<file path="config.mk">
export PLATFORM = sky130hd
export DESIGN_NAME = bcd_ex3_serial_conv
export DESIGN_NICKNAME = d
export VERILOG_FILES = /design/src/rtl/bcd_ex3_pkg.sv /design/src/rtl/ex3_digit_xlate.sv /design/src/rtl/bcd_ex3_serial_conv.sv
export SDC_FILE = /design/constraint.sdc
export NUM_CORES = 1
export LEC_CHECK = 0
export ABC_AREA = 1
export ABC_CLOCK_PERIOD_IN_PS = 2050
export CAP_MARGIN = 20
export CORE_MARGIN = 1.5
export CORE_UTILIZATION = 33
export CTS_BUF_LIST = sky130_fd_sc_hd__clkbuf_4 sky130_fd_sc_hd__clkbuf_8 sky130_fd_sc_hd__clkbuf_16
export CTS_CLUSTER_SIZE = 12
export DETAILED_ROUTE_END_ITERATION = 7
export DONT_BUFFER_PORTS = 1
export PLACE_DENSITY = 0.44
export SLEW_MARGIN = 20
export SYNTH_ARGS = -nofsm -noshare
export SYNTH_HDL_FRONTEND = slang
export SYNTH_SLANG_ARGS = --single-unit
</file>
<file path="constraint.sdc">
create_clock -name clk -period 2.05 [get_ports clk]
set_input_delay 0.205 -clock clk [delete_from_list [all_inputs] [get_ports clk]]
set_output_delay 0.205 -clock clk [all_outputs]
set_load 0.005 [all_outputs]
</file>
<file path="src/rtl/bcd_ex3_pkg.sv">
// Shared constants and state encoding for the serial BCD <-> Excess-3 converter.
package bcd_ex3_pkg;

  localparam int unsigned DIGIT_W = 4;

  localparam logic [DIGIT_W-1:0] EX3_OFFSET = 4'd3;
  localparam logic [DIGIT_W-1:0] BCD_MAX    = 4'd9;
  localparam logic [DIGIT_W-1:0] EX3_MIN    = 4'd3;
  localparam logic [DIGIT_W-1:0] EX3_MAX    = 4'd12;

  typedef logic [1:0] state_t;

  localparam state_t ST_IDLE = 2'd0;
  localparam state_t ST_CONV = 2'd1;
  localparam state_t ST_DONE = 2'd2;

endpackage

</file>
<file path="src/rtl/ex3_digit_xlate.sv">
// Single-digit translator: BCD -> Excess-3 (mode 0) or Excess-3 -> BCD (mode 1).
module ex3_digit_xlate
  import bcd_ex3_pkg::*;
(
  input  logic [DIGIT_W-1:0] digit,
  input  logic               mode,
  output logic [DIGIT_W-1:0] result,
  output logic               err
);

  // Invalid codes produce zero with the error flag raised.
  always_comb begin
    result = '0;
    err    = 1'b0;
    if (!mode) begin
      if (digit <= BCD_MAX) result = digit + EX3_OFFSET;
      else                  err    = 1'b1;
    end else begin
      if (digit >= EX3_MIN && digit <= EX3_MAX) result = digit - EX3_OFFSET;
      else                                       err    = 1'b1;
    end
  end

endmodule

</file>
<file path="src/rtl/bcd_ex3_serial_conv.sv">
// Word-level BCD/Excess-3 converter that reuses one digit translator,
// processing one digit per cycle with valid/ready handshakes on both sides.
module bcd_ex3_serial_conv
  import bcd_ex3_pkg::*;
#(
  parameter int unsigned DIGITS = 4
) (
  input  logic                      clk,
  input  logic                      rst,
  input  logic                      in_valid,
  output logic                      in_ready,
  input  logic [DIGIT_W*DIGITS-1:0] in_data,
  input  logic                      mode,
  output logic                      out_valid,
  input  logic                      out_ready,
  output logic [DIGIT_W*DIGITS-1:0] out_data,
  output logic [DIGITS-1:0]         out_err_mask,
  output logic                      out_err
);

  localparam int unsigned W     = DIGIT_W * DIGITS;
  localparam int unsigned IDX_W = (DIGITS > 1) ? $clog2(DIGITS) : 1;
  localparam logic [IDX_W-1:0] LAST_IDX = IDX_W'(DIGITS - 1);

  state_t             state;
  state_t             state_nxt;
  logic [W-1:0]       data_q;
  logic               mode_q;
  logic [IDX_W-1:0]   idx;
  logic [DIGIT_W-1:0] cur_digit;
  logic [DIGIT_W-1:0] cur_res;
  logic               cur_err;
  logic [DIGITS-1:0]  mask_nxt;
  logic               last_digit;

  assign cur_digit  = data_q[idx*DIGIT_W +: DIGIT_W];
  assign last_digit = (idx == LAST_IDX);
  assign in_ready   = (state == ST_IDLE) && !rst;

  ex3_digit_xlate u_xlate (
    .digit  (cur_digit),
    .mode   (mode_q),
    .result (cur_res),
    .err    (cur_err)
  );

  always_comb begin
    mask_nxt      = out_err_mask;
    mask_nxt[idx] = cur_err;
  end

  always_ff @(posedge clk) begin
    if (rst) state <= ST_IDLE;
    else     state <= state_nxt;
  end

  always_comb begin
    state_nxt = state;
    case (state)
      ST_IDLE: if (in_valid)   state_nxt = ST_CONV;
      ST_CONV: if (last_digit) state_nxt = ST_DONE;
      ST_DONE: if (out_ready)  state_nxt = ST_IDLE;
      default:                 state_nxt = ST_IDLE;
    endcase
  end

  // Capture, per-digit write-back and result handshake.
  always_ff @(posedge clk) begin
    if (rst) begin
      data_q       <= '0;
      mode_q       <= 1'b0;
      idx          <= '0;
      out_valid    <= 1'b0;
      out_data     <= '0;
      out_err_mask <= '0;
      out_err      <= 1'b0;
    end else begin
      case (state)
        ST_IDLE: begin
          if (in_valid) begin
            data_q <= in_data;
            mode_q <= mode;
            idx    <= '0;
          end
        end
        ST_CONV: begin
          out_data[idx*DIGIT_W +: DIGIT_W] <= cur_res;
          out_err_mask                     <= mask_nxt;
          out_err                          <= |mask_nxt;
          if (last_digit) out_valid <= 1'b1;
          else            idx       <= idx + IDX_W'(1);
        end
        ST_DONE: begin
          if (out_ready) out_valid <= 1'b0;
        end
        default: ;
      endcase
    end
  end

endmodule

</file>
==> results of run 1 <==
sequential cells by signal, indices dropped and copies added, names as in the netlist:
register and count:
data_q 16, idx 2, mode_q 1, out_data 16, out_err 1, out_err_mask 4
out_valid 1, state 2
per-stage QoR:
stage	cell area, µm²	cells	setup slack, ns	hold WS (ns)
floorplan	2230	304	0.187	0.372
global placement	2310	378	0.154	0.275
detailed placement	2310	378	0.0750	0.275
CTS	2400	387	0.0419	0.0744
global route	2410	387	0.000251	0.0801
finish	2410	387	0.236	0.0817
where the power goes:
part	leakage (µW)	internal [µW]	total, µW	switching, µW
sequential	0.000352	880	914	33.4
combinational	0.000607	156	440	285
clock	0.0000491	266	546	280
critical path, stage by stage (launching register included):
cell and delay (ns):
dfxtp_4 0.40, buf_4 0.12, nand2_1 0.06, nand2_1 0.07, nand2_1 0.05, nand2_1 0.10, ha_1 0.20, inv_1 0.06
nand3_2 0.08, nand3_2 0.10, nand2_4 0.12, o21ai_0 0.09, a21oi_1 0.14, a21oi_1 0.08
worst min-delay path by stage:
stage	startpoint	endpoint	slack, ns	cells past startpoint
2_1_floorplan	in_data[0]	data_q[0]	0.37	2
3_3_place_gp	rst	out_data[12]	0.28	1
3_5_place_dp	rst	out_data[12]	0.28	1
4_1_cts	in_data[5]	data_q[5]	0.07	2
5_1_grt	out_ready	state[1]	0.08	2
6_report	in_data[1]	data_q[1]	0.08	2
placed cells by master, fill, tap and decap left out:
cell type	Yosys	final
buf_4	0	9
nor2_1	33	33
dfxtp_1	43	42
clkinv_2	0	1
o21ai_1	0	1
o21ai_0	25	24
nor3_1	2	2
nand3_2	3	3
inv_1	22	22
inv_2	2	1
nand2_1	73	73
clkbuf_4	0	2
nand3_4	2	2
nand3_1	17	17
a21oi_1	30	30
nor2_4	2	2
ha_2	0	1
ha_1	9	8
inv_4	0	1
a21oi_2	2	2
xor2_1	1	1
nand2_4	5	5
a22o_1	1	1
nor4_1	1	1
clkbuf_8	1	5
o21ai_2	2	2
nand2_2	7	7
nand3b_1	1	1
nand4_1	9	9
dfxtp_4	0	1
dlygate4sd3_1	1	1
timing repair:
item / 4_1_cts / 5_1_grt
endpoints found under the hold margin: 20 / 0
hold buffers: 1 / 0
gates resized for setup: 0 / 5
setup endpoints to repair: 0 / 18
area by class of cell:
class / instances / share of cell area (%)
Clock buffer: 7 / 3.47
Clock inverter: 1 / 0.207
Inverter: 24 / 3.84
Multi-Input combinational cell: 225 / 49.5
Sequential cell: 43 / 35.8
Tap cell: 77 / 3.99
Timing Repair Buffer: 10 / 3.21
cells by family after synthesis:
logic type	Yosys count	synth area share, %
buf+inv	36	8.17
fa+ha+maj	9	5.04
compound gates	60	14.3
xor+xnor	1	0.392
flops	43	38.5
simple gates	155	33.6
metal layers:
metal | vias to the layer above | GRT usage, % | share of wire, %
li1 | 1003 | - | -
met3 | 5 | 3.89 | 4.9
met1 | 831 | 21.6 | 52
met5 | - | 0 | 0
met4 | 0 | 4.99 | 1.0
met2 | 36 | 22.2 | 42
==> results.cfg, run 1 <==
[clock_tree]
cts_buffer_depth = 2
ctsRootBufferMaster = clkbuf_8
clk_latency_ns = 0.29
cts.sinks = 43
clk_pin_slew_ns = 0.08
cts_setup_buffers = 0
cts_buffers = 5
cts_htree_levels = 2
cts_tree = done

[synth]
yosysUniqueCellTypes = 27
syn_area_um2 = 2230
yosysSeqAreaShare_pct = 38.5
synth_area_leaders = dfxtp_1, nand2_1, a21oi_1, o21ai_0, nor2_1
synthCells = 304
synth_warnings = 0
yosysMostFrequentCell = nand2_1
synth-edff-count = 0
avgSynthCellArea_um2 = 7.35
synth_common_cells = nand2_1, dfxtp_1, nor2_1
synthArstFlopShare_pct = 0
synthFlopType = dfxtp_1
synth_largest_area_cell = dfxtp_1
syn-num-nets = 334
synth_top_area_share_pct = 38.5
ys_ff_latch = 43

[grt]
grt_use_total_pct = 15.1
grt_antenna_before_repair = 0
grt_pass1_wl_um = 8870
grt_max_degree = 24
gr-total-overflow = 0
grt_pass1_vias = 1819

[placement]
hpwl_um = 3800
port_buffers = 0
place.gp.congestion = 0.773

[worst_hold_path]
min_path_type = primary input to register

[timing]
fin_setup_tns_ns = 0
fmax_ghz = 0.551
fin_crit_sh_pct = 88.5
worst_pin_slew_ns = 0.859
rsz0062_at_grt = false
slew_headroom_pct = 42.5
report.final.hold_viol_count = 0
fin_crit_ns = 1.81
fin_skew_ns = 0.00440
setup_violations = 0
slew_violations = 0

[status]
violations = DRC
outcome = finished, violations left

[route]
antenna_left = 0
via_per_inst = 4.84
vias = 1875
initialDrtViolationCount = 60
drc = 3
firstDrtPassIters = 6
routed_wl_um = 5080
wl_per_cell_um = 13.1

[die]
die_w_um = 85.3
core_area_um2 = 6460
fp-row-count = 29
pin_count = 44
die_height_um = 85.3
initial_core_util_pct = 34.6
die-area_um2 = 7270

[worst_setup_path]
reg2reg_depth = 13
crit_start = idx[0]
crit_path_start_kind = register
required_ns = 2.23
r2r_start = idx[0]
endpoint_kind = register
path_max_fanout = 9
rrSetupSlack_ns = 0.24
path_class = register to register
cp_data_arrival_time_ns = 2.00
r2r_end = out_err
critPathCapture = out_err

[power_and_ir_drop]
vdd_drop_max_mv = 0.316
power.total_uw = 1900
powerDensity_nw_per_um2 = 787
cellLeakagePower_uw = 0.00101

[finish]
fillers = 722
final_util_pct = 37.4
nNetsFinal = 339
final_layout_size_suffix_gt1_share_pct = 14.2
antenna_cells = 0
syn2layout_area_growth_pct = 8.01
seq_area_um2 = 865
multiInputGateArea_um2 = 1190

[flow_run]
max_cap_violations = 0
Power figures use the tool's default switching activity.
==> run 2: changes to the inputs <==
HOLD_SLACK_MARGIN = 0.1   (was unset)
==> run 2 against run 1 <==
  * The flow still finishes with violations (DRC)
  * Cell area grew 5.0%
  * Global-route usage grew 0.18 points
  * Worst hold slack gained 0.025 ns
  * Combinational power grew 4%
  * Total power grew 1.0%
  * Sequential share of layout area shrank 1.7 points
  * Clock power is essentially flat
  * Cell count grew 3.1%
  * First-iteration DRC count grew 1.7%
  * Via count grew 3.1%
==> results.cfg, run 2 (same netlist as run 1, synthesis figures left out) <==
[status]
outcome = finished, violations left
violations = DRC

[grt]
grt_max_degree = 24
grt_antenna_before_repair = 0
gr-total-overflow = 0
grt_use_total_pct = 15.3
grt_pass1_vias = 1861
grt_pass1_wl_um = 8980

[route]
routed_wl_um = 5140
firstDrtPassIters = 6
wl_per_cell_um = 12.9
initialDrtViolationCount = 61
drc = 3
vias = 1933
antenna_left = 0
via_per_inst = 4.84

[finish]
top_regs = data_q x16, out_data x16, out_err_mask x4
design_area_um2 = 2530
final_util_pct = 39.2
final_layout_size_suffix_gt1_share_pct = 13.7
instances_no_fill = 399
final_cell_mix = nand2_1, dfxtp_1, nor2_1
nNetsFinal = 351
syn2layout_area_growth_pct = 13.4
antenna_cells = 0
final_common_cell = nand2_1
fillers = 710

[die]
die-area_um2 = 7270
core_area_um2 = 6460
pin_count = 44
die_w_um = 85.3
die_height_um = 85.3
initial_core_util_pct = 34.6
fp-row-count = 29

[timing]
rsz0062_at_grt = false
hold_slack_ns = 0.107
worst_pin_slew_ns = 0.859
fin_skew_ns = 0.00406
fin_setup_tns_ns = 0
fin_crit_ns = 1.82
fin_crit_sh_pct = 88.6
fmax_ghz = 0.551
report.final.hold_viol_count = 0
slew_headroom_pct = 42.5
slew_violations = 0
setup_violations = 0

[power_and_ir_drop]
powerDensity_nw_per_um2 = 757
vdd_drop_max_mv = 0.319
cellLeakagePower_uw = 0.00106

[flow_run]
max_cap_violations = 0

[worst_setup_path]
endpoint_kind = register
required_ns = 2.23
path_max_fanout = 9
cp_data_arrival_time_ns = 2.00
crit_path_start_kind = register
path_class = register to register

[clock_tree]
clk_pin_slew_ns = 0.08
cts_htree_levels = 2
ctsRootBufferMaster = clkbuf_8
cts_tree = done
cts.sinks = 43
clk_latency_ns = 0.29
cts_setup_buffers = 0
cts_buffer_depth = 2
cts_buffers = 5

[placement]
hpwl_um = 3800
place.gp.congestion = 0.773
place_inst = 378
port_buffers = 0
place_area_um2 = 2310

[worst_hold_path]
min_path_type = primary input to register
## run 2: cell types whose count changed in the layout (fill, tap and decap cells not counted), sizes merged
cell | before | now
dlygate4sd3 | 1 | 13
## run 2: metrics by stage
stage / total power (µW) / setup WS, ns
2_1_floorplan: 1280 / 0.187
3_3_place_gp: 1370 / 0.154
3_5_place_dp: 1370 / 0.0750
4_1_cts: 1950 / 0.0419
5_1_grt: 2060 / 0.000251
6_report: 1920 / 0.235
## run 2: timing repair
item | 4_1_cts | 5_1_grt
resized for setup | 0 | 5
hold endpoints to repair | 31 | 0
hold buffers | 13 | 0
setup endpoints to repair | 0 | 18
## run 2: path summary, 6_finish.rpt
check,end,startpoint,cells past startpoint,slack [ns]
worst min-delay path,data_q[15],in_data[15],2,0.11
worst max-delay path,out_err,idx[0],13,0.23
worst max register to register,out_err,idx[0],13,0.23
worst min register to register,data_q[8],data_q[8],2,0.47
## run 2: power by group
part           total [µW]  internal (µW)  switching [µW]
Clock                 547            266             281
Combinational         459            170             288
Sequential            914            880            33.5
Total                1920           1320             603
## run 2: layout make-up
| type | instances | area, µm² | area share [%] |
|---|---|---|---|
| clock inverter | 1 | 5.00 | 0.198 |
| tap | 77 | 96.3 | 3.80 |
| clock buffer | 7 | 83.8 | 3.31 |
| sequential | 43 | 865 | 34.1 |
| timing repair buffer | 22 | 198 | 7.80 |
| inverter | 24 | 92.6 | 3.65 |
| multi-input combinational | 225 | 1190 | 47.1 |
## run 2: metal layers
layer	wire (µm)	track usage (%)
met1	2680	21.7
met2	2150	22.7
met3	260	3.89
met4	53	4.99
met5	0	0
## run 2: worst max-delay path: stages (launching register included)
cell	delay (ns)
dfxtp_4	0.40
buf_4	0.12
nand2_1	0.06
nand2_1	0.07
nand2_1	0.05
nand2_1	0.10
ha_1	0.21
inv_1	0.06
nand3_2	0.08
nand3_2	0.10
nand2_4	0.12
o21ai_0	0.09
a21oi_1	0.14
a21oi_1	0.08
==> run 3: changes to the inputs <==
CORE_MARGIN = 2   (was 1.5)
==> run 3 against run 2 <==
  * The flow now finishes without violations
  * Routed wire length rose by 0.64%
  * Total power increased by 7.6%
  * Flip-flop and latch count did not move
  * Clock skew up 0.0015 ns
  * Die area grew 2.4%
  * Fmax is 0.49% lower
  * Sequential share of layout area fell by 0.41 points
  * Worst hold slack barely moved
  * Clock-buffer cell count down 1
  * Critical endpoint unchanged
==> results.cfg, run 3 (same netlist as run 1, synthesis figures left out) <==
[placement]
place.gp.congestion = 0.770
port_buffers = 0
place_ws_ns = 0.166
place_inst = 377
hpwl_um = 3860

[timing]
fin_crit_ns = 1.82
hold_slack_ns = 0.107
setup_violations = 0
rsz0062_at_grt = false
fin_crit_sh_pct = 89.0
slew_violations = 0
slew_headroom_pct = 43.7
fin_ws_ns = 0.226
report.final.hold_viol_count = 0
fmax_ghz = 0.548
fin_setup_tns_ns = 0
fin_skew_ns = 0.00558
worst_pin_slew_ns = 0.842

[worst_setup_path]
r2r_start = idx[0]
endpoint_kind = register
cp_data_arrival_time_ns = 2.06
crit_start = idx[0]
crit_chain = buf_4 > nand2_1 > nand3_1 > nand2_1 > ha_1 > o21ai_2 > nand2_2 > nand2_4 > nand2_4 > o21ai_1 > inv_1 > a21oi_1
path_class = register to register
rrSetupSlack_ns = 0.23
path_delay_family = simple AND/OR/NAND/NOR gates
cp_slowest_cell = dfxtp_1
path_max_fanout = 10
reg2reg_depth = 12
crit_buf_inv = 2
r2r_end = out_err
required_ns = 2.28
cp_slowest_stage_delay_ns = 0.37
crit_path_start_kind = register

[route]
drc = 0
wl_per_cell_um = 13.0
antenna_left = 0
routed_wl_um = 5180
vias = 1968
via_per_inst = 4.94
initialDrtViolationCount = 91
firstDrtPassIters = 4

[die]
die_height_um = 86.3
pin_count = 44
fp-row-count = 29
initial_core_util_pct = 34.6
die-area_um2 = 7450
core_area_um2 = 6460
die_w_um = 86.3

[finish]
fillers = 698
nNetsFinal = 350
final_common_cell = nand2_1
top_regs = data_q x16, out_data x16, out_err_mask x4
instances_no_fill = 398
seq_area_um2 = 861
final_layout_size_suffix_gt1_share_pct = 13.7
final_cell_mix = nand2_1, dfxtp_1, nor2_1
multiInputGateArea_um2 = 1200
syn2layout_area_growth_pct = 14.3
antenna_cells = 0

[clock_tree]
cts_tree = done
cts_setup_buffers = 0
cts_buffer_depth = 2
clk_pin_slew_ns = 0.09
cts_buffers = 5
cts_htree_levels = 2
cts.sinks = 43
ctsRootBufferMaster = clkbuf_8
clk_latency_ns = 0.29

[worst_hold_path]
whs_endpoint = data_q[15]
hold_start = in_data[15]
min_path_type = primary input to register
hold-path-cell-count = 2

[power_and_ir_drop]
cellLeakagePower_uw = 0.00106
power.total_uw = 2060
powerDensity_nw_per_um2 = 809
vdd_drop_max_mv = 0.255

[grt]
grt_antenna_before_repair = 0
gr-total-overflow = 0
grt_max_degree = 24
grt_pass1_vias = 1876
grt_pass1_wl_um = 9050
grt_use_total_pct = 15.1

[status]
outcome = completed

[flow_run]
max_cap_violations = 0
-- run 3: power breakdown --
| part | switching [µW] | internal (µW) |
|---|---|---|
| Sequential | 32.2 | 881 |
| Clock | 299 | 395 |
| Combinational | 289 | 169 |
| Total | 621 | 1440 |
-- run 3: worst max path at each step --
stage / slack [ns] / endpoint / cells after the start
after floorplan: 0.19 / out_data[4] / 14
after global placement: 0.25 / out_err / 12
after detailed placement: 0.17 / out_err / 12
after CTS: 0.15 / out_err / 12
after global routing: 0.003 / out_data[14] / 14
final: 0.23 / out_err / 12
-- run 3: repair_timing --
action,4_1_cts,5_1_grt
setup endpoints to repair,0,5
endpoints found under the hold margin,31,0
hold buffers,13,0
resized for setup,0,4
-- run 3: area by class of cell --
type / count / share of cell area, %
flip-flops and latches: 43 / 33.7
inverters: 24 / 3.53
well taps: 77 / 3.77
clock inverters: 2 / 1.37
repair buffers: 21 / 7.45
clock buffers: 6 / 3.23
multi-input cells: 225 / 46.9
-- run 3: stage by stage --
stage | cell area [µm²] | utilization, %
finish | 2550 | 39.5
global route | 2550 | 39.5
CTS | 2550 | 39.4
detailed placement | 2300 | 35.6
global placement | 2300 | 35.6
floorplan | 2230 | -
-- run 3: worst reg2reg max path: cells and delay by family (launching register included) --
| family | cells | cell delay, ns |
|---|---|---|
| fa+ha+maj | 1 | 0.22 |
| compound gates | 3 | 0.43 |
| flops | 1 | 0.37 |
| simple gates | 6 | 0.52 |
| buf+inv | 2 | 0.24 |
-- run 3: routing by layer --
metal | global-route usage, % | vias to the layer above | routed length [µm]
met1 | 21.8 | 904 | 2700
met4 | 4.55 | 0 | 53
li1 | - | 1024 | -
met2 | 22.2 | 35 | 2200
met3 | 3.90 | 5 | 225
met5 | 0 | - | 0
